[src/rtl/uart_word_pkg.sv]
// uart_word_pkg: state encoding and UART slave register map shared by uart_word_ctrl
package uart_word_pkg;
    typedef enum logic [2:0] {IDLE, RD_STAT, RD_DATA, WR, WR_RESP} state_t;
    localparam logic [3:0] TX_FIFO   = 4'h4;
    localparam logic [3:0] STAT_REG  = 4'h8;
    localparam int         TX_FULL   = 3;
    localparam logic [1:0] RESP_OKAY = 2'b00;
endpackage

[src/rtl/uart_word_ctrl.sv]
// uart_word_ctrl: splits a word into bytes and pushes each into a UART TX FIFO over AXI-Lite, polling status first
module uart_word_ctrl
    import uart_word_pkg::*;
#(
    parameter int         DATA_W    = 16,
    parameter int         MSB_FIRST = 1,
    parameter int         SYNC_EN   = 0,
    parameter logic [7:0] SYNC_BYTE = 8'hA5
) (
    input  logic              clk,
    input  logic              rst,
    input  logic [DATA_W-1:0] data,
    input  logic              valid,
    output logic              ready,
    output logic [3:0]        awaddr,
    output logic              awvalid,
    input  logic              awready,
    output logic [7:0]        wdata,
    output logic              wvalid,
    input  logic              wready,
    input  logic [1:0]        bresp,
    input  logic              bvalid,
    output logic              bready,
    output logic [3:0]        araddr,
    output logic              arvalid,
    input  logic              arready,
    input  logic [7:0]        rdata,
    input  logic [1:0]        rresp,
    input  logic              rvalid,
    output logic              rready,
    output logic              err,
    output logic              busy
);
    localparam int DB = DATA_W / 8;
    localparam int NB = DB + SYNC_EN;
    localparam int CW = $clog2(NB + 1);
    localparam logic [CW-1:0] LAST = CW'(NB - 1);

    if (DATA_W < 8 || DATA_W > 64 || DATA_W % 8 != 0) begin : g_bad_width
        $error("uart_word_ctrl: DATA_W must be a multiple of 8 between 8 and 64");
    end

    state_t              state;
    logic [CW-1:0]       cnt;
    logic [DATA_W-1:0]   word;
    logic [7:0]          cur_byte;
    int                  d;
    int                  k;
    logic                unused_rdata;

    assign awaddr       = TX_FIFO;
    assign araddr       = STAT_REG;
    assign unused_rdata = ^{rdata[7:TX_FULL+1], rdata[TX_FULL-1:0]};

    // Byte for the current count: sync byte leads, data bytes follow in the configured order
    always_comb begin
        d        = int'(cnt) - ((SYNC_EN != 0 && cnt != '0) ? 1 : 0);
        d        = (d >= DB) ? DB - 1 : d;
        k        = (MSB_FIRST != 0) ? DB - 1 - d : d;
        cur_byte = (SYNC_EN != 0 && cnt == '0) ? SYNC_BYTE : word[8*k +: 8];
    end

    // Word sequencer: poll status, write one byte, wait for the response, repeat until all bytes are out
    always_ff @(posedge clk) begin
        if (rst) begin
            state   <= IDLE;
            cnt     <= '0;
            word    <= '0;
            wdata   <= '0;
            err     <= 1'b0;
            arvalid <= 1'b0;
            rready  <= 1'b0;
            awvalid <= 1'b0;
            wvalid  <= 1'b0;
            bready  <= 1'b0;
            ready   <= 1'b1;
            busy    <= 1'b0;
        end else begin
            if ((bvalid && bready && bresp != RESP_OKAY) || (rvalid && rready && rresp != RESP_OKAY))
                err <= 1'b1;
            case (state)
                IDLE: if (valid) begin
                    word    <= data;
                    cnt     <= '0;
                    arvalid <= 1'b1;
                    ready   <= 1'b0;
                    busy    <= 1'b1;
                    state   <= RD_STAT;
                end
                RD_STAT: if (arready) begin
                    arvalid <= 1'b0;
                    rready  <= 1'b1;
                    state   <= RD_DATA;
                end
                RD_DATA: if (rvalid) begin
                    rready <= 1'b0;
                    if (rdata[TX_FULL]) begin
                        arvalid <= 1'b1;
                        state   <= RD_STAT;
                    end else begin
                        awvalid <= 1'b1;
                        wvalid  <= 1'b1;
                        wdata   <= cur_byte;
                        state   <= WR;
                    end
                end
                WR: begin
                    if (awready) awvalid <= 1'b0;
                    if (wready) wvalid <= 1'b0;
                    if ((!awvalid || awready) && (!wvalid || wready)) begin
                        bready <= 1'b1;
                        state  <= WR_RESP;
                    end
                end
                WR_RESP: if (bvalid) begin
                    bready <= 1'b0;
                    cnt    <= cnt + CW'(1);
                    if (cnt == LAST) begin
                        ready <= 1'b1;
                        busy  <= 1'b0;
                        state <= IDLE;
                    end else begin
                        arvalid <= 1'b1;
                        state   <= RD_STAT;
                    end
                end
                default: state <= IDLE;
            endcase
        end
    end
endmodule

[config.mk]
export PLATFORM = sky130hd
export DESIGN_NAME = uart_word_ctrl
export DESIGN_NICKNAME = d
export VERILOG_FILES = /design/src/rtl/uart_word_pkg.sv /design/src/rtl/uart_word_ctrl.sv
export SDC_FILE = /design/constraint.sdc
export NUM_CORES = 1
export LEC_CHECK = 0
export CORE_UTILIZATION = 45
export DETAILED_ROUTE_END_ITERATION = 7
export DONT_BUFFER_PORTS = 1
export HOLD_SLACK_MARGIN = 0.02
export PLACE_DENSITY = 0.68
export SYNTH_ARGS = -nofsm -noshare
export SYNTH_HDL_FRONTEND = slang
export SYNTH_SLANG_ARGS = --single-unit
[constraint.sdc]
create_clock -name clk -period 1.7 [get_ports clk]
set_input_delay 0.34 -clock clk [delete_from_list [all_inputs] [get_ports clk]]
set_output_delay 0.34 -clock clk [all_outputs]
set_load 0.05 [all_outputs]
==> results of run 1 <==
kinds of logic (layout without fill, tap and decap cells):
kind of cell / after synthesis / count (layout) / share of synthesized area [%]
and+or+nand+nor: 61 / 61 / 20.2
AOI/OAI and AO/OA: 58 / 58 / 20.5
DFF: 37 / 37 / 42.7
buffers and inverters: 28 / 23 / 9.39
muxes: 9 / 9 / 5.27
adders and majority gates: 2 / 2 / 1.44
other: 2 / 8 / 0.433
routing by layer:
metal | up-vias | wire (microns) | share of wire [%] | global-route usage (%)
li1 | 672 | - | - | -
met1 | 627 | 1540 | 43 | 23.0
met2 | 45 | 1700 | 48 | 31.4
met3 | 6 | 250 | 7.0 | 8.39
met4 | 0 | 59 | 1.7 | 7.39
met5 | - | 0 | 0 | 0
power breakdown:
part           switching, W  total (W)  internal [W]
clock network      0.000294   0.000720      0.000426
logic              0.000146   0.000235     0.0000895
registers         0.0000921    0.00101      0.000917
registers in the layout, summed over array words and instances, names as in the netlist:
name	cells
wvalid	1
busy	1
ready	1
rready	1
state	3
err	1
awvalid	1
arvalid	1
wdata	8
word	16
bready	1
cnt	2
cells in the mapped netlist (all sizes together) (2+ instances only):
| cell type | instances |
|---|---|
| a21oi | 33 |
| nor3 | 3 |
| buf | 17 |
| and3b | 2 |
| inv | 7 |
| a211oi | 11 |
| o21a | 2 |
| or4b | 2 |
| o211ai | 2 |
| ha | 2 |
| nor2 | 3 |
| nand2 | 35 |
| clkbuf | 4 |
| nand3 | 3 |
| o21ai | 3 |
| a311o | 2 |
| nand2b | 4 |
| conb | 2 |
| nand3b | 2 |
| or4bb | 2 |
| dfxtp | 37 |
| mux2i | 8 |
layout by cell type, fill, tap and decap left out, types with 2 or more instances in the layout:
master and count:
dfxtp_1 37, nand2_1 34, a21oi_1 32, a211oi_1 11
buf_4 9, mux2i_1 8, conb_1 8, inv_1 7
clkbuf_8 5, nand2b_1 4, nand3_1 3, o21ai_0 3
or4b_1 2, nand3b_1 2, and3b_1 2, or4bb_1 2
a311o_1 2, nor2_1 2, nor3_1 2, o21a_1 2
o211ai_1 2, ha_1 2
layout make-up:
| class | count | area, sq um |
|---|---|---|
| tap | 48 | 60.1 |
| inverter | 7 | 26.3 |
| clock inverter | 2 | 35.0 |
| clock buffer | 5 | 68.8 |
| sequential | 37 | 741 |
| fill | 362 | 1840 |
| timing repair buffer | 9 | 67.6 |
| multi-input combinational | 138 | 852 |
metrics by stage:
step	util, %	area (sq um)	hold slack (ns)
finish	50.2	1850	0.111
global route	50.2	1850	0.0993
CTS	50.2	1850	0.102
detailed placement	47.4	1750	0.412
global placement	47.4	1750	0.410
floorplan	-	1760	0.436
worst paths after layout:
check	slack [ns]	cells past startpoint	end
hold / removal	0.11	1	err
setup / recovery	0.17	4	state[1]
hold reg to reg	0.45	2	word[0]
setup reg to reg	0.17	4	state[1]
==> reports/qor.csv, run 1 <==
metric,value,unit
layout-area-overhead-vs-synth,6.79,%
synth.avg_cell_area,8.80,sq um
hold_violations,0,
power,0.00196,W
synth_top_cell_area_share,42.7,%
clockBufferDepth,2,
clk_pin_slew,0.07,ns
powerDensity,1060,nW/um^2
gp_congestion,0.813,
critPathKind,reg -> reg,
row_count,22,
numPlacedInstances,239,
setup.worst_path.end_class,flop,
dpl_worst_slack,0.191,ns
status,"complete, no violations",
wire_per_inst,14.5,microns
track_usage,19.6,%
cellLeakagePower,0.703,nW
crit_slowest_cell,or4b_1,
firstDrtPassIters,5,
dieWidth,64.1,microns
drc,0,
skew,0.00506,ns
grt_first_pass_wirelength,6.05,mm
drive_above_1_share,11.6,%
diodes,0,
setup_viol,0,
ant_nets,0,
async_reset_ff_share,0,%
cpPeakStageDelay,0.54,ns
max_slew.worst_pin.slew,0.572,ns
min_from,rst,
insertion_delay,0.29,ns
routed_wl,3.56,mm
grt_pass1_vias,1317,
fin_ws,0.166,ns
critPathLaunch,state[1],
ys_warn_count,0,
synth_cell_types,40,
cts.sinks,37,
maxCapViolCount,0,
crit_path_max_fanout,12,
netlist_instances,197,
portBuffers,0,
coreArea,3690,sq um
htreeDepth,2,
ir_drop,0.482,mV
cp.arrival,1.77,ns
layout.nets,236,
numCtsBuffers,5,
ctsResizeCount,0,
antenna_found_initial,0,
synthFlopType,dfxtp_1,
tns,0,ns
report.final.slew_viol_count,0,
synth-seq-cells,37,
critPathTopFamily,simple AND/OR/NAND/NOR gates,
hold_buffers,0,
place_hpwl,2.65,mm
yosysSeqAreaShare,42.7,%
dieArea,4100,sq um
fin_crit,1.53,ns
avgViaCountPerCell,5.49,
rsz0062_at_grt,no,
slew-limit-headroom,61.8,%
grt_overflow_total,0,
tritoncts,yes,
synth_largest_area_cell,dfxtp_1,
drt_first_iter_violations,58,
ios,60,
hp-class,in -> reg,
crit_required,1.94,ns
postCtsSetupBuffers,0,
grt_start_max_net_pins,38,
crit_chain,"buf_4, or4b_1, o31ai_1, a311o_1",
synth.area.top_cells,"dfxtp_1, a21oi_1, nand2_1",
crit_path_start_kind,flop,
fin_cells,246,
fmaxAchievable,0.652,GHz
die_h,64.1,microns
initial_core_util,47.0,%
path_buf_inv,1,
dr_total_vias,1350,
min_period_over_period,90.2,%
synth_edf_count,0,
root_buffer,clkbuf_8,
mappedNetlistArea,1730,sq um
worstReg2RegStart,state[1],
Note: power is estimated with default switching activity, not from simulation.
==> inputs of run 2 (changes only) <==
Settings changed: CORE_UTILIZATION 45 to 40, DONT_BUFFER_PORTS 1 to default, GPL_ROUTABILITY_DRIVEN from default to 0, PLACE_DENSITY 0.68 to 0.8.
==> reports/qor.csv, run 2 (synthesis results as in run 1) <==
metric,value,unit,change
dieArea,4600,sq um,was 4100 sq um
fillers,387,,was 362
dieWidth,67.8,microns,was 64.1 microns
setup.worst_path.end_class,flop,,unchanged
fin_crit,1.54,ns,was 1.53 ns
cellLeakagePower,0.926,nW,was 0.703 nW
status,"complete, no violations",,unchanged
layout-area-overhead-vs-synth,32.9,%,was 6.79%
grt_first_pass_wirelength,6.14,mm,was 6.05 mm
power,0.00194,W,was 0.00196 W
die_h,67.8,microns,was 64.1 microns
cp.arrival,1.77,ns,about the same
maxCapViolCount,0,,unchanged
clockBufferDepth,2,,unchanged
numCtsBuffers,5,,unchanged
grt_start_max_net_pins,30,,was 38
cts.sinks,37,,unchanged
track_usage,18.5,%,was 19.6%
ctsResizeCount,0,,unchanged
drive_above_1_share,18.4,%,was 11.6%
critPathKind,in -> reg,,was reg -> reg
crit_chain,"clkdlybuf4s50_1, or4bb_1, a211oi_1, a311o_1",,"was buf_4, or4b_1, o31ai_1, a311o_1"
clk_pin_slew,0.07,ns,about the same
initial_core_util,42.4,%,was 47.0%
powerDensity,844,nW/um^2,was 1060 nW/um^2
place_hpwl,2.92,mm,was 2.65 mm
fmaxAchievable,0.649,GHz,was 0.652 GHz
rsz0062_at_grt,no,,unchanged
reg_top3,"word: 16 flops, wdata: 8 flops, state: 3 flops",,unchanged
ir_drop,0.400,mV,was 0.482 mV
skew,0.00581,ns,was 0.00506 ns
hp-class,reg -> reg,,was in -> reg
avgViaCountPerCell,5.06,,was 5.49
final_cell_mix,"dfxtp_1, nand2_1, a21oi_1, buf_4, clkdlybuf4s50_1",,"was dfxtp_1, nand2_1, a21oi_1"
diodes,0,,unchanged
crit_path_start_kind,input port,,was flop
setup_viol,0,,unchanged
final_common_cell,dfxtp_1,,unchanged
tritoncts,yes,,unchanged
firstDrtPassIters,5,,unchanged
cpPeakStageDelay,0.54,ns,about the same
report.final.slew_viol_count,0,,unchanged
largest_register,word,,unchanged
htreeDepth,2,,unchanged
portBuffers,44,,was 0
ant_nets,0,,unchanged
path_buf_inv,1,,unchanged
hold_violations,0,,unchanged
insertion_delay,0.29,ns,about the same
routed_wl,3.88,mm,was 3.56 mm
grt_overflow_total,0,,unchanged
crit_slowest_cell,clkdlybuf4s50_1,,was or4b_1
drt_first_iter_violations,82,,was 58
hold_slack,0.455,ns,was 0.111 ns
layout.nets,288,,was 236
crit_path_max_fanout,5,,was 12
row_count,23,,was 22
drc,0,,unchanged
antenna_found_initial,0,,unchanged
wire_per_inst,12.9,microns,was 14.5 microns
crit_required,1.93,ns,was 1.94 ns
seqCellArea,741,sq um,unchanged
root_buffer,clkbuf_8,,unchanged
coreArea,4090,sq um,was 3690 sq um
dpl_cell_area,2220,sq um,was 1750 sq um
min_period_over_period,90.7,%,was 90.2%
design_area,2300,sq um,was 1850 sq um
utilization,56.4,%,was 50.2%
hold_buffers,0,,unchanged
dr_total_vias,1518,,was 1350
grt_pass1_vias,1372,,was 1317
postCtsSetupBuffers,0,,unchanged
critPathTopFamily,buffers and inverters,,was simple AND/OR/NAND/NOR gates
ios,60,,unchanged
tns,0,ns,unchanged
multi_input_area,852,sq um,unchanged
largest_reg_flops,16,,unchanged
[run 2: changes by cell type in the layout (fill, tap and decap cells not counted)]
cell and delta:
buf_12 +1, buf_4 +23, bufinv_16 -1, clkbuf_1 +1
clkdlybuf4s50_1 +28, clkinv_2 -1, clkinv_4 +1
[run 2: final timing paths]
path                            startpoint  slack (ns)       end  cells past startpoint
worst max register to register    state[1]        0.18  state[1]                      4
worst min register to register    word[14]        0.45  word[14]                      2
worst max-delay path                rvalid        0.16  state[1]                      4
worst min-delay path              word[14]        0.45  word[14]                      2
[run 2: cell type report]
| class | count | area share, % |
|---|---|---|
| Multi-Input combinational cell | 138 | 37.0 |
| Clock inverter | 1 | 0.380 |
| Timing Repair Buffer | 61 | 23.5 |
| Clock buffer | 6 | 3.15 |
| Inverter | 7 | 1.14 |
| Sequential cell | 37 | 32.2 |
| Tap cell | 50 | 2.72 |
[run 2: routing by layer]
metal  routed length, microns  up-vias  share of wire, %  GRT usage (%)
met5                        0        -                 0              0
met4                       27        0              0.70           6.25
met2                     1890       48                49           29.8
met3                      225        2               5.8           6.17
li1                         -      786                 -              -
met1                     1740      682                45           23.0
[run 2: worst reg2reg max path, delay by kind of cell, from the launching register on]
kind / cells / cell delay [ns]
simple gates: 1 / 0.48
compound gates: 2 / 0.26
buf+inv: 1 / 0.20
flops: 1 / 0.53
[run 2: stage by stage]
stage / std cells / setup WS, ns
after floorplan: 203 / 0.299
after global placement: 293 / -0.117
after detailed placement: 293 / -0.129
after CTS: 300 / 0.166
after global routing: 300 / 0.0694
final: 300 / 0.159
[run 2: report_power, final]
group          internal [W]  switching (W)  total, W  leakage [nW]
Combinational      0.000178       0.000241  0.000419         0.583
Sequential         0.000917      0.0000315  0.000948         0.302
Clock              0.000283       0.000294  0.000577        0.0412
Total               0.00138       0.000566   0.00194         0.926
